==> src/rtl/mem_access_stage.sv <==
// Pipeline MEM stage: branch/jump resolution, handshaked word load/store with
// bounded wait and stall request, and the MEM/WB pipeline register.
module mem_access_stage #(
  parameter int unsigned TIMEOUT = 16
) (
  input  logic        clk,
  input  logic        reset,
  input  logic        Ctl_MemtoReg_in,
  input  logic        Ctl_RegWrite_in,
  input  logic        Ctl_MemRead_in,
  input  logic        Ctl_MemWrite_in,
  input  logic        Ctl_Branch_in,
  input  logic        Zero_in,
  input  logic        jal_in,
  input  logic        jalr_in,
  input  logic [4:0]  Rd_in,
  input  logic [31:0] ALUresult_in,
  input  logic [31:0] PCimm_in,
  input  logic [31:0] ReadData2_in,
  input  logic [31:0] PC_in,
  output logic        dmem_req,
  output logic        dmem_we,
  output logic [31:0] dmem_addr,
  output logic [31:0] dmem_wdata,
  input  logic [31:0] dmem_rdata,
  input  logic        dmem_ready,
  output logic        PCSrc,
  output logic [31:0] PCtarget,
  output logic        flush_out,
  output logic        stall_out,
  output logic [31:0] mem_data,
  output logic        Ctl_MemtoReg_out,
  output logic        Ctl_RegWrite_out,
  output logic [4:0]  Rd_out,
  output logic [31:0] ReadData_out,
  output logic [31:0] ALUresult_out,
  output logic        mem_error,
  output logic [31:0] stall_count
);

  localparam int unsigned CW = $clog2(TIMEOUT) + 1;
  localparam logic [CW-1:0] LAST_WAIT = CW'(TIMEOUT - 1);

  typedef enum logic {IDLE, WAIT} state_t;

  state_t        state, state_nxt;
  logic [CW-1:0] wait_cnt, wait_cnt_nxt;
  logic          mem_op, last_wait, read_done, forced_done;

  // Memory port, stall and branch resolution are all combinational
  always_comb begin
    mem_op      = Ctl_MemRead_in | Ctl_MemWrite_in;
    dmem_req    = reset & mem_op;
    dmem_we     = Ctl_MemWrite_in;
    dmem_addr   = ALUresult_in;
    dmem_wdata  = ReadData2_in;
    mem_data    = ALUresult_in;
    last_wait   = (state == WAIT) && (wait_cnt == LAST_WAIT);
    stall_out   = dmem_req & ~dmem_ready & ~last_wait;
    forced_done = dmem_req & ~dmem_ready & last_wait;
    // Both read and write set is a write: no load data returned
    read_done   = dmem_req & dmem_ready & Ctl_MemRead_in & ~Ctl_MemWrite_in;
    PCSrc       = (Ctl_Branch_in & Zero_in) | jal_in | jalr_in;
    PCtarget    = jalr_in ? {ALUresult_in[31:1], 1'b0} : PCimm_in;
    flush_out   = PCSrc;
  end

  always_comb begin
    state_nxt    = state;
    wait_cnt_nxt = wait_cnt;
    case (state)
      IDLE: begin
        if (dmem_req && !dmem_ready) begin
          state_nxt    = WAIT;
          wait_cnt_nxt = CW'(1);
        end
      end
      WAIT: begin
        if (!dmem_req || dmem_ready || last_wait) begin
          state_nxt    = IDLE;
          wait_cnt_nxt = '0;
        end else begin
          wait_cnt_nxt = wait_cnt + CW'(1);
        end
      end
      default: begin
        state_nxt    = IDLE;
        wait_cnt_nxt = '0;
      end
    endcase
  end

  always_ff @(posedge clk or negedge reset) begin
    if (!reset) begin
      state    <= IDLE;
      wait_cnt <= '0;
    end else begin
      state    <= state_nxt;
      wait_cnt <= wait_cnt_nxt;
    end
  end

  // MEM/WB register; a stalled cycle writes a bubble
  always_ff @(posedge clk or negedge reset) begin
    if (!reset) begin
      Ctl_MemtoReg_out <= 1'b0;
      Ctl_RegWrite_out <= 1'b0;
      Rd_out           <= '0;
      ReadData_out     <= '0;
      ALUresult_out    <= '0;
    end else if (stall_out) begin
      Ctl_MemtoReg_out <= 1'b0;
      Ctl_RegWrite_out <= 1'b0;
    end else begin
      Ctl_MemtoReg_out <= Ctl_MemtoReg_in;
      Ctl_RegWrite_out <= Ctl_RegWrite_in;
      Rd_out           <= Rd_in;
      ReadData_out     <= read_done ? dmem_rdata : 32'd0;
      ALUresult_out    <= (jal_in | jalr_in) ? PC_in + 32'd4 : ALUresult_in;
    end
  end

  always_ff @(posedge clk or negedge reset) begin
    if (!reset) begin
      mem_error   <= 1'b0;
      stall_count <= '0;
    end else begin
      if (forced_done) mem_error <= 1'b1;
      if (stall_out && stall_count != 32'hFFFF_FFFF) stall_count <= stall_count + 32'd1;
    end
  end

endmodule

==> config.mk <==
export PLATFORM = sky130hd
export DESIGN_NAME = mem_access_stage
export DESIGN_NICKNAME = d
export VERILOG_FILES = /design/src/rtl/mem_access_stage.sv
export SDC_FILE = /design/constraint.sdc
export NUM_CORES = 1
export LEC_CHECK = 0
export ABC_AREA = 1
export BUFFER_PORTS_ARGS = -buffer_cell sky130_fd_sc_hd__buf_2
export CELL_PAD_IN_SITES_DETAIL_PLACEMENT = 0
export CELL_PAD_IN_SITES_GLOBAL_PLACEMENT = 1
export CORE_ASPECT_RATIO = 1.75
export CORE_UTILIZATION = 27
export DETAILED_ROUTE_END_ITERATION = 10
export GPL_TIMING_DRIVEN = 0
export HOLD_SLACK_MARGIN = 0.08
export PLACE_DENSITY_LB_ADDON = 0.08
export SETUP_SLACK_MARGIN = 0.02
export SYNTH_ARGS = -nofsm -noshare
export SYNTH_HDL_FRONTEND = slang
export SYNTH_SLANG_ARGS = --single-unit
==> constraint.sdc <==
create_clock -name clk -period 1.7 [get_ports clk]
set_input_delay 0.085 -clock clk [delete_from_list [all_inputs] [get_ports clk]]
set_output_delay 0.085 -clock clk [all_outputs]
set_load 0.005 [all_outputs]
==> summary.md <==
| Metric | Value |
|---|---|
| CTS Root Cell | clkbuf_16 |
| Crit-path cells | ha_2 -> nand2_2 -> nor2_2 -> ha_2 -> nand2_2 -> nand3_4 -> buf_6 -> a21oi_4 -> buf_12 -> buf_8 -> nand2_2 -> nand2_1 |
| Crit path max-delay family | buffers and inverters |
| Die X | ~130 µm |
| Max-slew violations | 0 |
| Total area of sequential cells | 2750 µm² |
| Status | finished, violations left |
| Wirelength, routed | between 30000 and 40000 µm |
| Arrival time at the worst endpoint | about 2.3 ns |
| Min Tclk post-route | between 1.5 and 2 ns |
| Yosys reg bits | 110 |
| Most common cell on crit path | nand2_2 |
| Sequential area share after synthesis | 0.364 |
| Most common library cell in the layout ignoring fill and taps | buf_2 |
| GR Overflow Total | 0 |
| Die area | approximately 29000 µm² |
| Num CTS Buffers | 9 |
| Die H | 223 µm |
| Syn. warnings | 0 |
| Footprint of the multi-input gates | around 3800 µm² |
| Final total power | 0.00732 W |
| First-pass GRT wire length | 47000 µm |
| Clock power frac | 0.316 |
| Fmax | 0.519 GHz |
| Most frequent cells in the layout | buf_2 (381), nand2_1 (360), dfrtp_1 (109), inv_1 (109), nor2_1 (107) |
| Syn_nets | between 1000 and 1500 |
| RePlAce Congestion | roughly 0.87 |
| Vias per cell | between 4 and 5 |
| Critical path's slowest cell | dfrtp_1 |
| Pint | 0.00491 W |
| Port Buffers | between 300 and 400 |
| Final core utilization | 0.441 |
| Std cell rows | 80 |
| N_diodes | 0 |
| Number of global-route vias before repair | 8463 |
| First DRT Iteration DRCs | 290 |
| CORE AREA | around 27000 µm² |
| Reg-to-reg slack, setup | -0.23 ns |
| Setup_tns | -10.14 ns |
| Largest net degree at the start of global routing | 82 |
| Count of mapped cells out of synthesis | roughly 1100 |
| Switching Fraction | 0.329 |
| Slew margin rel. | 0.511 |
| MaxCap Viol Count | 0 |
| Synthesized area | ~7600 µm² |
| DP HPWL | around 25000 µm |
| Worst reg2reg endpoint | stall_count[13] |
| Drt pass-1 iters | 4 |
| Crit. End Element | flop |
| Peak VDD IR | 0.485 mV |
| Count of different cell masters after synthesis | 36 |
| Setup clock skew after layout | 0.00913 ns |
| CTS H-tree lvls | 3 |
| Starting Density | 0.275 |
| Vias | between 8000 and 9000 |
| DRC | 0 |
| Setup WS pre-CTS | -0.582 ns |
| Final setup margin | -0.227 ns |
| Crit path kind | reg2reg |
| Seq pwr share | 0.402 |
| TritonCTS clock tree | built |
| Mean routed wirelength per cell | ~16 µm |
| Slowest stage delay, CP | 0.41 ns |
| Req. time, crit path | approximately 2.0 ns |
| Fillers | 3009 |
| Net Sw Power | 0.00241 W |
| Worst hold stages | 4 |
| IO Count | approximately 410 |
| Final #Nets | 1812 |
| Final period util | 1.13 |
| Worst Setup Start Kind | flop |
| Pwr/cell area | between 600 and 700 nW/µm² |
| Final hold vios | 0 |
| Hold path startpoint | jal_in |
| Static Leak | approximately 6.6 nW |
| Hold EP | ALUresult_out[3] |
| Worst Path Max Fanout | 5 |
| Final setup vio count | 90 |
| Clk sinks | 110 |
| Initial antenna violation count | 2 |
| Synth-to-Final Area Change | 60.2% |
| Max Root-Sink Buffers | 2 |
| Hold Crit Class | in2reg |
| R2R cell count | 12 |
| Share of layout cells above drive strength 1 | 0.407 |
| GRT Util Overall | 0.221 |
| Clk_lat worst skew | 0.39 ns |
| Clk slew on worst S/H paths | roughly 0.09 ns |
| Worst Max-Slew Pin Slew | around 0.73 ns |
| Reg-to-reg startpoint | wait_cnt[1] |
| Logic gate share of total power | 0.282 |
| Syn avg cell area | 6.71 µm² |
| Antenna-violating nets left | 0 |
| Failing checks | setup timing |
| CP Buf/Inv Count | 3 |
| RSZ-0062 raised after global routing | yes |
-- worst reg2reg max path: stages, from the launching register on --
cell,delay [ns]
dfrtp_1,0.41
ha_2,0.19
nand2_2,0.09
nor2_2,0.04
ha_2,0.16
nand2_2,0.08
nand3_4,0.11
buf_6,0.15
a21oi_4,0.23
buf_12,0.16
buf_8,0.13
nand2_2,0.05
nand2_1,0.06
-- per-layer routing --
metal / part of all wire / vias up / GRT usage
met5: 0.00084 / - / 0
met4: 0.038 / 4 / 0.0968
met3: 0.038 / 59 / 0.0312
met2: 0.59 / 264 / 0.452
met1: 0.33 / 4019 / 0.207
li1: - / 4397 / -
-- Yosys cell counts --
cell type  count  area share
nor2_4         4      0.0060
o22ai_1        1     0.00083
clkbuf_1      12      0.0060
dfrtp_1      110        0.36
nand2_2        4      0.0033
nor2_2        10      0.0083
o21ai_0       80       0.053
nand3_1       45       0.030
buf_6          3      0.0045
nor2_1       109       0.054
xnor2_1       10       0.012
o21ai_2        1      0.0012
o21bai_1       5      0.0050
o31ai_1        1     0.00099
nand2_1      436        0.22
o32ai_1        1      0.0012
a21oi_1       12      0.0080
ha_1           4      0.0066
nand3b_1      21       0.021
buf_2         15      0.0099
nor2_8         1      0.0027
a31oi_1        4      0.0033
nand4_1        5      0.0041
buf_4         99       0.098
nor3_1         2      0.0013
xor2_1         6      0.0070
o21ai_1        4      0.0027
nand3_2        1      0.0013
buf_12         1      0.0027
nand2_4        3      0.0045
or2_2          1     0.00083
clkbuf_2       1     0.00066
inv_2          2     0.00099
xor2_2         1      0.0022
a21oi_2        1      0.0012
inv_1        109       0.054
-- sequential cells by signal, summed over array words and instances (netlist names), 5 cells and up --
register / cells
ALUresult_out: 32
ReadData_out: 32
stall_count: 32
Rd_out: 5
wait_cnt: 5
-- worst max path at each step --
stage | from | to | slack, ns | depth (start not counted)
finish | wait_cnt[1] | stall_count[13] | -0.23 | 12
global route | wait_cnt[0] | stall_count[11] | -0.33 | 12
CTS | wait_cnt[0] | ALUresult_out[7] | -0.20 | 11
detailed placement | reset | ALUresult_out[21] | -0.58 | 10
global placement | reset | ALUresult_out[31] | -2.13 | 9
floorplan | wait_cnt[0] | ALUresult_out[19] | 0.02 | 12
-- through the flow --
step                      hold slack, ns  std cells  instance area, µm²
after CTS                         -0.317       1989               11500
after detailed placement         0.00106       1875                9970
after global routing               0.116       2006               12100
after global placement             0.289       1874                9930
after floorplan                   -0.211       1125                7570
final                             0.0925       2006               12100
-- kinds of logic (layout without fill, tap and decap cells) --
logic type,count (synthesis),in the layout,synth area share
and+or+nand+nor,642,642,0.354
buffers and inverters,242,754,0.177
AOI/OAI and AO/OA,110,110,0.0772
DFF,110,110,0.364
xor gates and xnor gates,17,17,0.0207
adders and majority gates,4,4,0.00663
-- power groups by stage --
stage | sequential, W | clock (W) | combinational [W]
floorplan | 0.00298 | 0 | 0.000750
global placement | 0.00299 | 0 | 0.00162
detailed placement | 0.00299 | 0 | 0.00164
CTS | 0.00293 | 0.00241 | 0.00195
global route | 0.00297 | 0.00244 | 0.00227
finish | 0.00295 | 0.00231 | 0.00206
-- area by class of cell --
type,count,share of cell area
inverters,111,0.0346
clock buffers,9,0.0186
well taps,369,0.0381
multi-input cells,773,0.313
clock inverters,7,0.00651
repair buffers,496,0.272
plain buffers,131,0.0887
flip-flops and latches,110,0.228
-- what timing repair did --
item / 4_1_cts / 5_1_grt
buffers inserted: 10 / 5
cloned: 5 / 6
pin swaps: 3 / 21
hold buffers: 83 / 7
endpoints found under the hold margin: 174 / 84
gates resized for setup: 89 / 120
setup endpoints to repair: 109 / 110
No activity file was read; power rests on OpenSTA's default activity.
